File: config.mk
export PLATFORM = sky130hd
export DESIGN_NAME = ps2_key_ctrl
export DESIGN_NICKNAME = d
export VERILOG_FILES = /design/src/rtl/ps2_pkg.sv /design/src/rtl/ps2_scan2ascii.sv /design/src/rtl/ps2_key_ctrl.sv
export SDC_FILE = /design/constraint.sdc
export NUM_CORES = 1
export LEC_CHECK = 0
export BUFFER_PORTS_ARGS = -buffer_cell sky130_fd_sc_hd__buf_2
export CAP_MARGIN = 10
export CORE_MARGIN = 2
export CORE_UTILIZATION = 53
export DETAILED_ROUTE_END_ITERATION = 10
export GPL_ROUTABILITY_DRIVEN = 0
export PLACE_DENSITY = 0.78
export SYNTH_ARGS = -nofsm -noshare
export SYNTH_HDL_FRONTEND = slang
export SYNTH_SLANG_ARGS = --single-unit
File: constraint.sdc
create_clock -name clk -period 3.2 [get_ports clk]
set_clock_uncertainty 0.2 [all_clocks]
set_input_delay 0.64 -clock clk [delete_from_list [all_inputs] [get_ports clk]]
set_output_delay 0.64 -clock clk [all_outputs]
set_load 0.1 [all_outputs]
File: src/rtl/ps2_pkg.sv
// ----------------------------------------------------------------------------
// ps2_pkg
// Shared declarations for the PS/2 key controller slice:
//   - ps2_state_e : drain FSM states (IDLE -> ACK -> GAP -> IDLE)
//   - PS2_BREAK   : set-2 break prefix byte (F0)
//   - PS2_EXT     : set-2 extended prefix byte (E0)
//   - CNT_W_DEF   : default width of the press counter
// ----------------------------------------------------------------------------
package ps2_pkg;

   typedef enum logic [1:0] {
      IDLE = 2'd0,
      ACK  = 2'd1,
      GAP  = 2'd2
   } ps2_state_e;

   localparam logic [7:0] PS2_BREAK = 8'hF0;
   localparam logic [7:0] PS2_EXT   = 8'hE0;
   localparam int         CNT_W_DEF = 8;

endpackage

File: src/rtl/ps2_scan2ascii.sv
// ----------------------------------------------------------------------------
// ps2_scan2ascii
// Combinational scan-code set 2 to ASCII lookup for lowercase letters,
// digits and space. Any other code maps to 8'h00.
// Compiled only when PS2_ASCII_EN is defined.
// Ports:
//   code_i  : set-2 scan code (make code, no prefixes)
//   ascii_o : ASCII character, 8'h00 when unmapped
// ----------------------------------------------------------------------------
`ifdef PS2_ASCII_EN
module ps2_scan2ascii (
   input  logic [7:0] code_i,
   output logic [7:0] ascii_o
);

   always_comb begin
      ascii_o = 8'h00;
      case (code_i)
         8'h1C: ascii_o = 8'h61; // a
         8'h32: ascii_o = 8'h62; // b
         8'h21: ascii_o = 8'h63; // c
         8'h23: ascii_o = 8'h64; // d
         8'h24: ascii_o = 8'h65; // e
         8'h2B: ascii_o = 8'h66; // f
         8'h34: ascii_o = 8'h67; // g
         8'h33: ascii_o = 8'h68; // h
         8'h43: ascii_o = 8'h69; // i
         8'h3B: ascii_o = 8'h6A; // j
         8'h42: ascii_o = 8'h6B; // k
         8'h4B: ascii_o = 8'h6C; // l
         8'h3A: ascii_o = 8'h6D; // m
         8'h31: ascii_o = 8'h6E; // n
         8'h44: ascii_o = 8'h6F; // o
         8'h4D: ascii_o = 8'h70; // p
         8'h15: ascii_o = 8'h71; // q
         8'h2D: ascii_o = 8'h72; // r
         8'h1B: ascii_o = 8'h73; // s
         8'h2C: ascii_o = 8'h74; // t
         8'h3C: ascii_o = 8'h75; // u
         8'h2A: ascii_o = 8'h76; // v
         8'h1D: ascii_o = 8'h77; // w
         8'h22: ascii_o = 8'h78; // x
         8'h35: ascii_o = 8'h79; // y
         8'h1A: ascii_o = 8'h7A; // z
         8'h45: ascii_o = 8'h30; // 0
         8'h16: ascii_o = 8'h31; // 1
         8'h1E: ascii_o = 8'h32; // 2
         8'h26: ascii_o = 8'h33; // 3
         8'h25: ascii_o = 8'h34; // 4
         8'h2E: ascii_o = 8'h35; // 5
         8'h36: ascii_o = 8'h36; // 6
         8'h3D: ascii_o = 8'h37; // 7
         8'h3E: ascii_o = 8'h38; // 8
         8'h46: ascii_o = 8'h39; // 9
         8'h29: ascii_o = 8'h20; // space
         default: ascii_o = 8'h00;
      endcase
   end

endmodule
`endif

File: src/rtl/ps2_key_ctrl.sv
// ----------------------------------------------------------------------------
// ps2_key_ctrl
// Drains the ps2_keyboard FIFO one byte per 3 clocks (IDLE/ACK/GAP) and
// folds set-2 bytes (make, F0 break prefix, E0 extended prefix) into single
// key events. Tracks the held key, flags typematic repeats, counts non-repeat
// makes and latches receiver overflow.
// Optional feature macro: PS2_ASCII_EN adds the registered `ascii` output.
// Ports:
//   clk, clrn         : clock, asynchronous active-low reset
//   ps2_data_in       : FIFO head byte
//   ps2_ready         : FIFO non-empty
//   ps2_overflow      : receiver overflow indication
//   nextdata_n        : active-low pop strobe (low only in ACK)
//   key_code/ext/release/repeat : fields of the last completed event
//   key_valid         : one-cycle pulse when the fields above update
//   key_down          : a key is currently held
//   press_count       : non-repeat make counter, wraps mod 2^CNT_W
//   err_clr, err_ovf  : sticky overflow flag and its synchronous clear
//   ascii             : (PS2_ASCII_EN only) ASCII of the last event code
// ----------------------------------------------------------------------------
module ps2_key_ctrl
   import ps2_pkg::*;
#(
   parameter int CNT_W = CNT_W_DEF
) (
   input  logic             clk,
   input  logic             clrn,
   input  logic [7:0]       ps2_data_in,
   input  logic             ps2_ready,
   input  logic             ps2_overflow,
   output logic             nextdata_n,
   output logic [7:0]       key_code,
   output logic             key_ext,
   output logic             key_release,
   output logic             key_repeat,
   output logic             key_valid,
   output logic             key_down,
   output logic [CNT_W-1:0] press_count,
   output logic             err_ovf,
   input  logic             err_clr
`ifdef PS2_ASCII_EN
   ,output logic [7:0]      ascii
`endif
);

   ps2_state_e       state_q, state_d;
   logic             brk_pend_q, brk_pend_d;
   logic             ext_pend_q, ext_pend_d;
   logic [7:0]       key_code_q, key_code_d;
   logic             key_ext_q, key_ext_d;
   logic             key_release_q, key_release_d;
   logic             key_repeat_q, key_repeat_d;
   logic             key_valid_q, key_valid_d;
   logic [7:0]       held_code_q, held_code_d;
   logic             held_ext_q, held_ext_d;
   logic             held_down_q, held_down_d;
   logic [CNT_W-1:0] press_cnt_q, press_cnt_d;
   logic             err_ovf_q, err_ovf_d;
   logic             capture;
   logic             held_match;

`ifdef PS2_ASCII_EN
   logic [7:0]       ascii_q, ascii_d;
   logic [7:0]       lut_ascii;

   ps2_scan2ascii u_scan2ascii (
      .code_i  (ps2_data_in),
      .ascii_o (lut_ascii)
   );
`endif

   // A byte is taken only from IDLE; GAP ignores ready so the receiver read
   // pointer has settled after the pop before the head byte is looked at.
   assign capture    = (state_q == IDLE) && ps2_ready;
   assign held_match = held_down_q && (ps2_data_in == held_code_q) &&
                       (ext_pend_q == held_ext_q);

   always_comb begin
      state_d = state_q;
      case (state_q)
         IDLE:    if (ps2_ready) state_d = ACK;
         ACK:     state_d = GAP;
         GAP:     state_d = IDLE;
         default: state_d = IDLE;
      endcase
   end

   always_comb begin
      brk_pend_d    = brk_pend_q;
      ext_pend_d    = ext_pend_q;
      key_code_d    = key_code_q;
      key_ext_d     = key_ext_q;
      key_release_d = key_release_q;
      key_repeat_d  = key_repeat_q;
      key_valid_d   = 1'b0;
      held_code_d   = held_code_q;
      held_ext_d    = held_ext_q;
      held_down_d   = held_down_q;
      press_cnt_d   = press_cnt_q;
`ifdef PS2_ASCII_EN
      ascii_d       = ascii_q;
`endif

      if (capture) begin
         if (ps2_data_in == PS2_BREAK) begin
            brk_pend_d = 1'b1;
         end else if (ps2_data_in == PS2_EXT) begin
            ext_pend_d = 1'b1;
         end else begin
            key_code_d    = ps2_data_in;
            key_ext_d     = ext_pend_q;
            key_release_d = brk_pend_q;
            key_valid_d   = 1'b1;
            brk_pend_d    = 1'b0;
            ext_pend_d    = 1'b0;
`ifdef PS2_ASCII_EN
            ascii_d       = ext_pend_q ? 8'h00 : lut_ascii;
`endif
            if (brk_pend_q) begin
               key_repeat_d = 1'b0;
               if (held_match) held_down_d = 1'b0;
            end else if (held_match) begin
               // Typematic repeat of the key already held: flag it, don't count.
               key_repeat_d = 1'b1;
            end else begin
               key_repeat_d = 1'b0;
               held_code_d  = ps2_data_in;
               held_ext_d   = ext_pend_q;
               held_down_d  = 1'b1;
               press_cnt_d  = press_cnt_q + CNT_W'(1);
            end
         end
      end
   end

   // Set has priority over clear so an overflow is never lost.
   always_comb begin
      err_ovf_d = err_ovf_q;
      if (ps2_overflow)  err_ovf_d = 1'b1;
      else if (err_clr)  err_ovf_d = 1'b0;
   end

   always_ff @(posedge clk or negedge clrn) begin
      if (!clrn) begin
         state_q       <= IDLE;
         brk_pend_q    <= 1'b0;
         ext_pend_q    <= 1'b0;
         key_code_q    <= 8'h00;
         key_ext_q     <= 1'b0;
         key_release_q <= 1'b0;
         key_repeat_q  <= 1'b0;
         key_valid_q   <= 1'b0;
         held_code_q   <= 8'h00;
         held_ext_q    <= 1'b0;
         held_down_q   <= 1'b0;
         press_cnt_q   <= '0;
         err_ovf_q     <= 1'b0;
`ifdef PS2_ASCII_EN
         ascii_q       <= 8'h00;
`endif
      end else begin
         state_q       <= state_d;
         brk_pend_q    <= brk_pend_d;
         ext_pend_q    <= ext_pend_d;
         key_code_q    <= key_code_d;
         key_ext_q     <= key_ext_d;
         key_release_q <= key_release_d;
         key_repeat_q  <= key_repeat_d;
         key_valid_q   <= key_valid_d;
         held_code_q   <= held_code_d;
         held_ext_q    <= held_ext_d;
         held_down_q   <= held_down_d;
         press_cnt_q   <= press_cnt_d;
         err_ovf_q     <= err_ovf_d;
`ifdef PS2_ASCII_EN
         ascii_q       <= ascii_d;
`endif
      end
   end

   assign nextdata_n  = (state_q != ACK);
   assign key_code    = key_code_q;
   assign key_ext     = key_ext_q;
   assign key_release = key_release_q;
   assign key_repeat  = key_repeat_q;
   assign key_valid   = key_valid_q;
   assign key_down    = held_down_q;
   assign press_count = press_cnt_q;
   assign err_ovf     = err_ovf_q;
`ifdef PS2_ASCII_EN
   assign ascii       = ascii_q;
`endif

endmodule
### Yosys cells after proc, flatten, opt, wreduce, memory -nomap -nowiden

Cells that the tools add are included.

* bits in latches: 0
* logic and storage cells: 53
* memories: 0
* RAM bits: 0
* input port bits: 13
* bits in read-only memories: 0
* bits in registers: 35

* add/sub/neg operators: 1
* bitwise gates (word level): 4
* shifts and indexed selects: 0
* $lt $le $gt $ge: 0
* multipliers: 0
* div/mod/pow operators: 0
* eq/ne operators: 10
* multiplexer cells: 15
* reductions and logical operators: 10

Operator list (count)
* $eq 8x8->1 const B: 2
* $mux 1: 13
* $reduce_and 5->1: 2
* $add 8x1->8 const B: 1
* $eq 8x8->1: 1
* $ne 2x2->1 const B: 3
* $ne 2x1->1 const B: 2
* $not 1->1: 4
* $pmux 2 s2: 1
* $reduce_and 2->1: 2
* $logic_and 1x1->1: 3
* $reduce_and 3->1: 1
* $eq 2x1->1 const B: 1
* $logic_not 2->1: 1
* $mux 2: 1
* $reduce_bool 2->1: 1
* $eq 1x1->1: 1

### Longest topological paths before layout

* word-level depth: 5
* gate-level depth with buffers: 8
* gate-level depth less buffers: 7

### Worst setup path before layout

OpenSTA, ideal clock, no wires.

* kind: in2reg
* start point: in ps2_data_in[5]
* end point: reg press_cnt_q[1] (netlist: press_count[1])
* arrival: 2.246 ns
* data required time: 2.874 ns
* setup slack: 0.628 ns
* stages: 8
* path through: xor2_1 nor4_1 nand4_1 ha_1 and4bb_2 o21ai_4 buf_8 mux2_4

* longest elaborated chain between the ends: 5
* elaborated cells on any way between the ends: 9
* classes of those cells: 3 x eq/ne; 3 x bitwise; 3 x reduce/logical

Ends and longest elaborated chain
* from (decl): RTL line ps2_key_ctrl.sv:28 `input logic [7:0] ps2_data_in,`
* $eq 8x8->1: RTL line ps2_key_ctrl.sv:75 `assign held_match = held_down_q && (ps2_data_in == held_code_q) &&`
* $logic_and 1x1->1 (2 in a row): RTL line ps2_key_ctrl.sv:75
* $not 1->1 (no line)
* $reduce_and 5->1 (no line) *
* to (signal assigned): RTL line ps2_key_ctrl.sv:173 `press_cnt_q <= press_cnt_d;`
* to (decl): RTL line ps2_key_ctrl.sv:57 `logic [CNT_W-1:0] press_cnt_q, press_cnt_d;`

Mark *: on every way between the ends. The rest lies on a longest branch, timed or not.
A chain may end at the register's enable or synchronous reset.

### Worst setup path in the final report

* start point: in ps2_data_in[5]
* end point: reg held_ext_q

* longest elaborated chain between the ends: 5
* elaborated cells on any way between the ends: 9
* classes of those cells: 3 x eq/ne; 3 x bitwise; 3 x reduce/logical

Ends and longest elaborated chain
* $eq 8x8->1: RTL line ps2_key_ctrl.sv:75
* $logic_and 1x1->1 (2 in a row): RTL line ps2_key_ctrl.sv:75
* $not 1->1 (no line)
* $reduce_and 5->1 (no line) *
* to (signal assigned): RTL line ps2_key_ctrl.sv:171 `held_ext_q <= held_ext_d;`
* to (decl): RTL line ps2_key_ctrl.sv:55 `logic held_ext_q, held_ext_d;`

Marked as above.

==> metrics.yaml <==
sta:
  period_minus_slack_ps: 2500
  max-slew-margin-rel: 0.491
  setup_viol: 0
  tns_ps: 0
  worst_slack_ps: 697
  fin_crit_sh: 0.782
  max_slew.worst_pin.slew_ps: 763
  max_freq_ghz: 0.400
  finalMaxSlewViolations: 0
  rsz0062_at_grt: "no"
  final_hold_viol_count: 0
detailed_routing:
  detail_route.wirelength_mm: 2.86
  ant_nets: 0
  dr.pass1.iters: 6
  via_per_inst: 5.21
  drc: 0
  vias: 1027
  drtIter0Drc: 20
  post_drt_wl_per_cell_um: 14.5
pwr:
  switching_share: 0.517
  seq_power_share: 0.358
  ir_drop_uv: 783
  switchingPower_uw: 989
  p_int_uw: 925
  p_per_area_mw_per_mm2: 1000
  p_leak_uw: 0.000960
  combPwrFrac: 0.526
  p_clk_frac: 0.115
setup_path:
  required_ps: 3220
  cp.arrival_ps: 2530
  setup.worst_path.end_class: "register"
  cpPeakStageDelay_ps: 390
  critPathLaunchType: "primary input"
  critPathTopFamily: "simple AND/OR/NAND/NOR gates"
  crit_buf_inv: 1
  worst-setup-path-type: "in2reg"
  path_max_fanout: 11
  slowest_stage: "mux2_2"
  cp_cell_sequence: "buf_2, xor2_1, nor4_1, nand4_1, ha_1, and4bb_2, o21ai_4, mux2_2"
placement:
  io_buffers: 35
  dp_cells: 189
  placed_area_mm2: 0.00186
  dp_slack_ps: 337
  dpl.hpwl_mm: 2.04
clock_tree:
  cts-root-buf: "clkbuf_4"
  cts_buffer_depth: 2
  cts_tree: "yes"
  clock_latency_ps: 330
  path_clk_slew_ps: 100
  cts-resized-gates: 0
  htree_levels: 2
  ctsHoldBuffers: 0
  cts_sinks: 35
  cts_made_buffers: 5
  cts_setup_buffers: 0
cells_and_area:
  utilization: 0.630
  num_antenna_cells: 0
  postLayoutCellArea_mm2: 0.00191
  nets: 168
  area_delta_synth_final_pct: 14.0
  final_cells: 197
  drive_above_1_share: 0.451
  nFillCells: 240
floorplan:
  dieHeight_um: 60.2
  io_pins: 36
  dieArea_mm2: 0.00362
  initial_core_util: 0.553
  core-area_mm2: 0.00303
  rows: 20
  chipWidth_um: 60.2
synth:
  syn_avg_cell_area_um2: 14.8
  synth.distinct_cells: 27
  netlist_instances: 113
  syn_area_mm2: 0.00167
  synth-seq-cells: 35
  yosysWarnings: 0
  ys_seq_area_frac: 0.523
  syn-num-nets: 129
outcome:
  status: "finished, final reports clean"
global_routing:
  grt_overflow: 0
  antenna_found_initial: 0
  grt_max_degree: 36
  grt_pass1_vias: 1065
  grt_usage: 0.188
  grt_pass1_wl_mm: 4.75
min_path:
  hold_class: "in2async"
flow_run:
  drv_cap: 0
## layout by cell type, fill, tap and decap left out
cell,Yosys,routed
mux2_2,2,2
o2111ai_1,4,4
nor3b_2,1,1
mux2_4,20,20
clkinv_2,0,1
nand4b_2,1,1
and3_1,3,3
nor2_1,2,2
nor4_1,2,2
inv_2,1,1
dfrtp_1,35,35
o21ai_4,2,2
o211ai_1,3,3
nor2b_1,1,1
xnor2_1,8,8
inv_1,5,5
xor2_1,8,8
a21o_1,1,1
and4_1,2,2
ha_1,3,3
a21oi_1,2,2
or3_1,1,1
buf_2,0,35
nand4_1,1,1
and2_1,1,1
clkbuf_1,0,2
clkbuf_4,0,5
and4bb_2,1,1
## state kept, by name, summed over array words and instances, names as in the netlist
| signal | cells |
|---|---|
| key_valid | 1 |
| key_code | 8 |
| key_down | 1 |
| key_repeat | 1 |
| brk_pend_q | 1 |
| held_ext_q | 1 |
| press_count | 8 |
| ext_pend_q | 1 |
| state_q | 2 |
| err_ovf | 1 |
| key_release | 1 |
| key_ext | 1 |
| held_code_q | 8 |
## power groups by stage
stage | registers, uW | clock network [uW] | logic (uW)
2_1_floorplan | 1240 | 0 | 310
3_3_place_gp | 685 | 0 | 1000
3_5_place_dp | 694 | 0 | 1010
4_1_cts | 687 | 233 | 1010
5_1_grt | 706 | 257 | 1050
6_report | 686 | 221 | 1010
## worst register-to-register path, delay by kind of cell (launching register included)
kind,cells,cell delay (ps)
xor gates and xnor gates,1,150
and+or+nand+nor,3,800
DFF,1,410
adders and majority gates,1,200
AOI/OAI and AO/OA,1,220
muxes,1,390
## path summary, 6_finish.rpt
path                           startpoint           to  slack [ps]  depth (start not counted)
max reg2reg                held_code_q[5]   held_ext_q         730                          7
min                                  clrn  key_code[5]         160                          1
min reg2reg                       err_ovf      err_ovf         280                          1
min in group clk             ps2_overflow      err_ovf         280                          2
max                        ps2_data_in[5]   held_ext_q         700                          8
max in group asynchronous            clrn   state_q[0]        2130                          1
## cells in the mapped netlist
cell type | n | share of area
a21o_1 | 1 | 0.0045
a21oi_1 | 2 | 0.0060
and2_1 | 1 | 0.0037
and3_1 | 3 | 0.011
and4_1 | 2 | 0.010
and4bb_2 | 1 | 0.0075
buf_12 | 1 | 0.012
buf_6 | 1 | 0.0067
buf_8 | 1 | 0.0090
dfrtp_1 | 35 | 0.52
ha_1 | 3 | 0.022
inv_1 | 5 | 0.011
inv_2 | 1 | 0.0022
mux2_2 | 2 | 0.013
mux2_4 | 20 | 0.18
nand4_1 | 1 | 0.0037
nand4b_2 | 1 | 0.0090
nor2_1 | 2 | 0.0045
nor2b_1 | 1 | 0.0037
nor3b_2 | 1 | 0.0075
nor4_1 | 2 | 0.0075
o2111ai_1 | 4 | 0.021
o211ai_1 | 3 | 0.013
o21ai_4 | 2 | 0.019
or3_1 | 1 | 0.0037
xnor2_1 | 8 | 0.042
xor2_1 | 8 | 0.042
## cell type report
type                    instances  area (um^2)  share of cell area
clock buffers                   7         45.0              0.0236
clock inverters                 1         5.00             0.00262
inverters                       6         22.5              0.0118
multi-input cells              69          729               0.382
flip-flops and latches         35          876               0.459
well taps                      44         55.1              0.0289
repair buffers                 35          175              0.0918
## cells by family (layout without fill, tap and decap cells)
group	Yosys count	in the layout	synth area share
adders and majority gates	3	3	0.0224
buffers and inverters	9	49	0.0411
and+or+nand+nor	16	16	0.0725
AOI/OAI and AO/OA	12	12	0.0643
muxes	22	22	0.193
DFF	35	35	0.523
xor gates and xnor gates	16	16	0.0837
## per-stage QoR
step / power, uW / hold slack, ps
detailed placement: 1700 / 266
floorplan: 1550 / 144
finish: 1910 / 158
global route: 2020 / 193
global placement: 1690 / 256
CTS: 1930 / 176
## routing by layer
metal / GRT usage / vias up / share of wire
li1: - / 476 / -
met1: 0.203 / 512 / 0.43
met2: 0.328 / 35 / 0.50
met3: 0.0714 / 4 / 0.053
met4: 0.0762 / 0 / 0.010
met5: 0 / - / 0
No activity file was read; power rests on OpenSTA's default activity.
